<file path="config.mk">
export PLATFORM = sky130hd
export DESIGN_NAME = usb_rx_ctrl
export DESIGN_NICKNAME = d
export VERILOG_FILES = /design/src/rtl/usb_rx_pkg.sv /design/src/rtl/usb_rx_byte_tracker.sv /design/src/rtl/usb_rx_ctrl.sv
export SDC_FILE = /design/constraint.sdc
export NUM_CORES = 1
export LEC_CHECK = 0
export BUFFER_PORTS_ARGS = -buffer_cell sky130_fd_sc_hd__clkbuf_2
export CAP_MARGIN = 5
export CORE_MARGIN = 2
export CORE_UTILIZATION = 28
export CTS_BUF_LIST = sky130_fd_sc_hd__clkbuf_4 sky130_fd_sc_hd__clkbuf_8
export DETAILED_ROUTE_END_ITERATION = 7
export GPL_TIMING_DRIVEN = 0
export PLACE_DENSITY = 0.55
export SLEW_MARGIN = 20
export SYNTH_ARGS = -nofsm -noshare
export SYNTH_HDL_FRONTEND = slang
export SYNTH_SLANG_ARGS = --single-unit
export TNS_END_PERCENT = 30
</file>
<file path="constraint.sdc">
create_clock -name clk -period 2.2 [get_ports clk]
set_clock_uncertainty 0.2 [all_clocks]
set_input_delay 0.44 -clock clk [delete_from_list [all_inputs] [get_ports clk]]
set_output_delay 0.44 -clock clk [all_outputs]
set_load 0.1 [all_outputs]
</file>
<file path="src/rtl/usb_rx_pkg.sv">
// Shared types and constants for the USB full-speed receive controller.
package usb_rx_pkg;

    typedef enum logic [3:0] {
        IDLE,
        SYNC_WAIT,
        SYNC_CHK,
        PID_WAIT,
        PID_CHK,
        DATA_WAIT,
        DATA_STORE,
        EOP_WAIT,
        DONE,
        ERR,
        ERR_IDLE
    } rx_state_t;

    localparam logic [7:0] SYNC_BYTE = 8'h80;
    localparam int         PID_W     = 4;

    // PID codes as carried in the low nibble of the PID byte
    localparam logic [PID_W-1:0] PID_OUT   = 4'b0001;
    localparam logic [PID_W-1:0] PID_IN    = 4'b1001;
    localparam logic [PID_W-1:0] PID_DATA0 = 4'b0011;
    localparam logic [PID_W-1:0] PID_DATA1 = 4'b1011;
    localparam logic [PID_W-1:0] PID_ACK   = 4'b0010;
    localparam logic [PID_W-1:0] PID_NAK   = 4'b1010;

endpackage

</file>
<file path="src/rtl/usb_rx_byte_tracker.sv">
// Byte-boundary flag and saturating count of data bytes written for the current packet.
module usb_rx_byte_tracker #(
    parameter int MAX_BYTES = 66
) (
    input  logic clk,
    input  logic n_rst,
    input  logic byte_received,
    input  logic shift_enable,
    input  logic eop,
    input  logic inc,
    input  logic clear,
    output logic at_boundary,
    output logic at_max
);

    localparam int CNT_W = $clog2(MAX_BYTES + 1);

    logic [CNT_W-1:0] byte_cnt;

    // An EOP sample (shift with eop high) must not disturb the flag it is being judged against
    always_ff @(posedge clk or negedge n_rst) begin
        if (!n_rst) begin
            at_boundary <= 1'b0;
        end else if (byte_received) begin
            at_boundary <= 1'b1;
        end else if (shift_enable && !eop) begin
            at_boundary <= 1'b0;
        end
    end

    always_ff @(posedge clk or negedge n_rst) begin
        if (!n_rst) begin
            byte_cnt <= '0;
        end else if (clear) begin
            byte_cnt <= '0;
        end else if (inc && !at_max) begin
            byte_cnt <= byte_cnt + 1'b1;
        end
    end

    assign at_max = (byte_cnt == CNT_W'(MAX_BYTES));

endmodule

</file>
<file path="src/rtl/usb_rx_ctrl.sv">
// USB full-speed receive control FSM: SYNC/PID/data/EOP sequencing, FIFO writes, error flagging.
// Define USB_RX_PID_CHECK_EN to reject PID bytes whose check nibble is not the complement.
module usb_rx_ctrl
    import usb_rx_pkg::*;
#(
    parameter int MAX_BYTES = 66
) (
    input  logic       clk,
    input  logic       n_rst,
    input  logic       d_edge,
    input  logic       eop,
    input  logic       shift_enable,
    input  logic       byte_received,
    input  logic [7:0] rcv_data,
    input  logic       buffer_full,
    output logic       cnt_clear,
    output logic       cnt_enable,
    output logic       rcving,
    output logic       w_enable,
    output logic [3:0] rx_pid,
    output logic       pid_valid,
    output logic       packet_done,
    output logic       r_error
);

    rx_state_t state, next_state;
    logic      eop_seen;
    logic      pid_ok;
    logic      start_pkt;
    logic      at_boundary;
    logic      at_max;

`ifdef USB_RX_PID_CHECK_EN
    assign pid_ok = (rcv_data[3:0] == ~rcv_data[7:4]);
`else
    assign pid_ok = 1'b1;
`endif

    assign start_pkt = d_edge && ((state == IDLE) || (state == ERR_IDLE));

    usb_rx_byte_tracker #(
        .MAX_BYTES(MAX_BYTES)
    ) u_byte_tracker (
        .clk          (clk),
        .n_rst        (n_rst),
        .byte_received(byte_received),
        .shift_enable (shift_enable),
        .eop          (eop),
        .inc          (w_enable),
        .clear        (cnt_clear),
        .at_boundary  (at_boundary),
        .at_max       (at_max)
    );

    always_ff @(posedge clk or negedge n_rst) begin
        if (!n_rst) begin
            state <= IDLE;
        end else begin
            state <= next_state;
        end
    end

    always_ff @(posedge clk or negedge n_rst) begin
        if (!n_rst) begin
            rx_pid    <= 4'h0;
            pid_valid <= 1'b0;
        end else if (start_pkt) begin
            pid_valid <= 1'b0;
        end else if ((state == PID_CHK) && pid_ok) begin
            rx_pid    <= rcv_data[3:0];
            pid_valid <= 1'b1;
        end
    end

    // The error state only leaves on the J transition that ends an SE0 seen while in it
    always_ff @(posedge clk or negedge n_rst) begin
        if (!n_rst) begin
            eop_seen <= 1'b0;
        end else if (state != ERR) begin
            eop_seen <= 1'b0;
        end else if (eop) begin
            eop_seen <= 1'b1;
        end
    end

    always_comb begin
        next_state  = state;
        cnt_clear   = 1'b0;
        cnt_enable  = 1'b0;
        rcving      = 1'b0;
        w_enable    = 1'b0;
        packet_done = 1'b0;
        r_error     = 1'b0;
        case (state)
            IDLE: begin
                cnt_clear = 1'b1;
                if (d_edge) next_state = SYNC_WAIT;
            end
            SYNC_WAIT: begin
                rcving     = 1'b1;
                cnt_enable = shift_enable;
                if (byte_received)             next_state = SYNC_CHK;
                else if (eop && shift_enable)  next_state = ERR;
            end
            SYNC_CHK: begin
                rcving     = 1'b1;
                next_state = (rcv_data == SYNC_BYTE) ? PID_WAIT : ERR;
            end
            PID_WAIT: begin
                rcving     = 1'b1;
                cnt_enable = shift_enable;
                if (byte_received)             next_state = PID_CHK;
                else if (eop && shift_enable)  next_state = ERR;
            end
            PID_CHK: begin
                rcving     = 1'b1;
                next_state = pid_ok ? DATA_WAIT : ERR;
            end
            DATA_WAIT: begin
                rcving     = 1'b1;
                cnt_enable = shift_enable;
                if (byte_received)             next_state = DATA_STORE;
                else if (eop && shift_enable)  next_state = at_boundary ? EOP_WAIT : ERR;
            end
            DATA_STORE: begin
                rcving = 1'b1;
                if (buffer_full || at_max) begin
                    next_state = ERR;
                end else begin
                    w_enable   = 1'b1;
                    next_state = DATA_WAIT;
                end
            end
            EOP_WAIT: begin
                rcving = 1'b1;
                if (d_edge) next_state = DONE;
            end
            DONE: begin
                packet_done = 1'b1;
                next_state  = IDLE;
            end
            ERR: begin
                r_error = 1'b1;
                if (eop_seen && d_edge) next_state = ERR_IDLE;
            end
            ERR_IDLE: begin
                r_error   = 1'b1;
                cnt_clear = 1'b1;
                if (d_edge) next_state = SYNC_WAIT;
            end
            default: begin
                next_state = IDLE;
            end
        endcase
    end

endmodule

</file>
==> qor.csv <==
metric;value;unit
status;complete, no violations;
Clock power frac;0.121;
DIE HEIGHT;67.91;um
Gate power share;0.673;
root buf cell;clkbuf_8;
Sw Ratio;0.5489;
Synth Net Count;144;
crit-path max cell delay;360;ps
Cell Area, Placed;0.001361;mm^2
fin area;0.001602;mm^2
Core Footprint;0.003971;mm^2
DR WL/cell;13.31;um
1st-iter DRT viols;21;
relative slew slack;0.6382;
Post-synth top cells;dfrtp_1 (18), nor2_1 (16), nand2_1 (8), a21oi_1 (7), xor2_1 (7);
CTS tree;built;
CP Max Fanout;10;
dpl hpwl;2.040;mm
Synth Flop Type;dfrtp_1;
die width;67.91;um
Mapped Area;0.001144;mm^2
Std-Cell Rows;23;
total clock sinks;18;
hold slack final;228.0;ps
leak pwr;0.7241;nW
Mapped Cells;127;
Synth area leader;dfrtp_1;
Critical Path AT;1520;ps
port bufs;25;
Final ANT Viol Nets;0;
final core utilization;0.4033;
main area contributors after synthesis;dfrtp_1 (39%), xor2_1 (5.4%), nor2_1 (5.3%), mux2_2 (3.9%), nand2b_1 (3.3%);
global-route wire length before repair;4.795;mm
TritonCTS buffer count;3;
hold depth;2;
Synth cell types;40;
final setup violating endpoints;0;
PwrDens;1425;mW/mm^2
die area;0.004612;mm^2
sw power;1.253;mW
clk buf depth;2;
FF+latch area;450.4;um^2
Area Overhead vs Synth;40.04;%
routed vias;1084;
final wirelength;2.836;mm
Final #Nets;181;
RSZ-0062 raised after global routing;yes;
Reg clk slew, reported paths;70;ps
largest net degree at the start of global routing;19;
Peak Freq;462.3;MHz
Clk Latency, worst-skew pair;260;ps
RD Place Congestion;0.7643;
Int Power;1.030;mW
share of cells above drive strength 1;0.3804;
pre-CTS setup slack;-121.7;ps
diode count;0;
Avg Cell Area, Syn;9.005;um^2
Final TNS setup;0;ps
area of the multi-input gates;706.9;um^2
Synth Register Bits;18;
critical path endpoint category;output port;
Inst Count DP;202;
Seq pwr share;0.206;
Seq/Total Area, Yosys;0.3939;
final slew viol count;0;
Final Hold Vio Count;0;
drt via density;5.089;
critical-path cell list;buf_2 -> buf_4 -> a21oi_2 -> and3_1 -> clkbuf_16;
Synth Warn #;0;
final period utilization;0.9832;
required time of the critical path;1560;ps
fin worst setup slack;36.96;ps
Final Power;2.283;mW
Reg2Reg Depth;8;
top cell type's share of synthesized area;0.3939;
number of I/O pins;26;
overflow left after global routing;0;
critical path class;flip-flop to output port;
initial antenna violation count;0;
most frequent cell after synthesis;dfrtp_1;
kind of start point of the critical path;flip-flop;
vias in the first global route;1013;
slowest cell on the critical path;dfrtp_1;
Worst VDD drop;0.001076;V
Starting Density;0.2880;
Filler cells;411;
worst hold path class;primary input to flip-flop;
EDFF count, synth;0;
Slew @ Worst Pin;545.0;ps
htree depth;1;
minimum clock period;2163;ps
fin cells;213;
Tot GR Track Use;0.1369;
Async SR Flop Fraction;1.000;
1st-pass router iterations;4;
DRC;0;
max cap viols;0;
power by group through the flow:
stage          logic (mW)  clock network [mW]  registers [mW]
2_1_floorplan       0.827                   0           0.786
6_report             1.54               0.276           0.470
4_1_cts              1.52               0.278           0.470
5_1_grt              1.62               0.300           0.482
3_3_place_gp         1.36                   0           0.469
3_5_place_dp         1.37                   0           0.473
what timing repair did:
action	4_1_cts	5_1_grt
resized for setup	21	8
endpoints found under the hold margin	18	0
pin swaps	1	4
setup buffers	3	3
hold buffers	1	0
endpoints found under the setup margin	6	5
critical path: cells and delay by family (launching register included):
| kind | cells | cell delay, ps |
|---|---|---|
| DFF | 1 | 360 |
| AOI/OAI and AO/OA | 1 | 140 |
| and+or+nand+nor | 1 | 200 |
| buffers and inverters | 3 | 570 |
kinds of logic after synthesis:
logic type,Yosys count,synth area share
and+or+nand+nor,58,0.2823
AOI/OAI and AO/OA,26,0.1543
DFF,18,0.3939
buffers and inverters,11,0.04594
xor gates and xnor gates,7,0.05361
muxes,5,0.04814
adders and majority gates,2,0.02188
worst paths after layout:
kind	start	to	slack, ps
max reg2reg	u_byte_tracker.byte_cnt[4]	u_byte_tracker.byte_cnt[0]	250
min in group asynchronous	n_rst	state[2]	460
max in group asynchronous	n_rst	u_byte_tracker.byte_cnt[0]	1020
max	state[1]	cnt_enable	40
min	rcv_data[2]	rx_pid[2]	230
min reg2reg	pid_valid	pid_valid	300
routing by layer:
| metal | share of wire | global-route usage | routed length (um) | up-vias |
|---|---|---|---|---|
| met3 | 0.041 | 0.01645 | 116 | 4 |
| met2 | 0.49 | 0.2353 | 1392 | 29 |
| met5 | 0 | 0 | 0 | - |
| met1 | 0.45 | 0.1819 | 1290 | 528 |
| met4 | 0.013 | 0.03750 | 36 | 0 |
| li1 | - | - | - | 523 |
placed cells by master (no fill, tap or decap), drive strengths merged, types with 4 or more instances in the layout:
master  synthesis  layout
nor3            7       7
o21ai           5       5
dfrtp          18      18
xor2            7       7
nand2           8       8
a21oi           7       7
buf             5      12
mux2            4       4
inv             5       5
nand2b          6       6
nor2           16      16
clkbuf          1      29
final cells by class:
cell class / count / share of cell area
timing repair buffer: 32 / 0.1664
clock buffer: 4 / 0.03437
sequential: 18 / 0.2812
buffer: 6 / 0.02578
inverter: 5 / 0.01172
tap: 50 / 0.03906
multi-input combinational: 98 / 0.4414
sequential cells by signal (all words and copies together) (netlist names):
register,count
u_byte_tracker.at_boundary,1
rx_pid,4
pid_valid,1
eop_seen,1
state,4
u_byte_tracker.byte_cnt,7
Power figures use the tool's default switching activity.
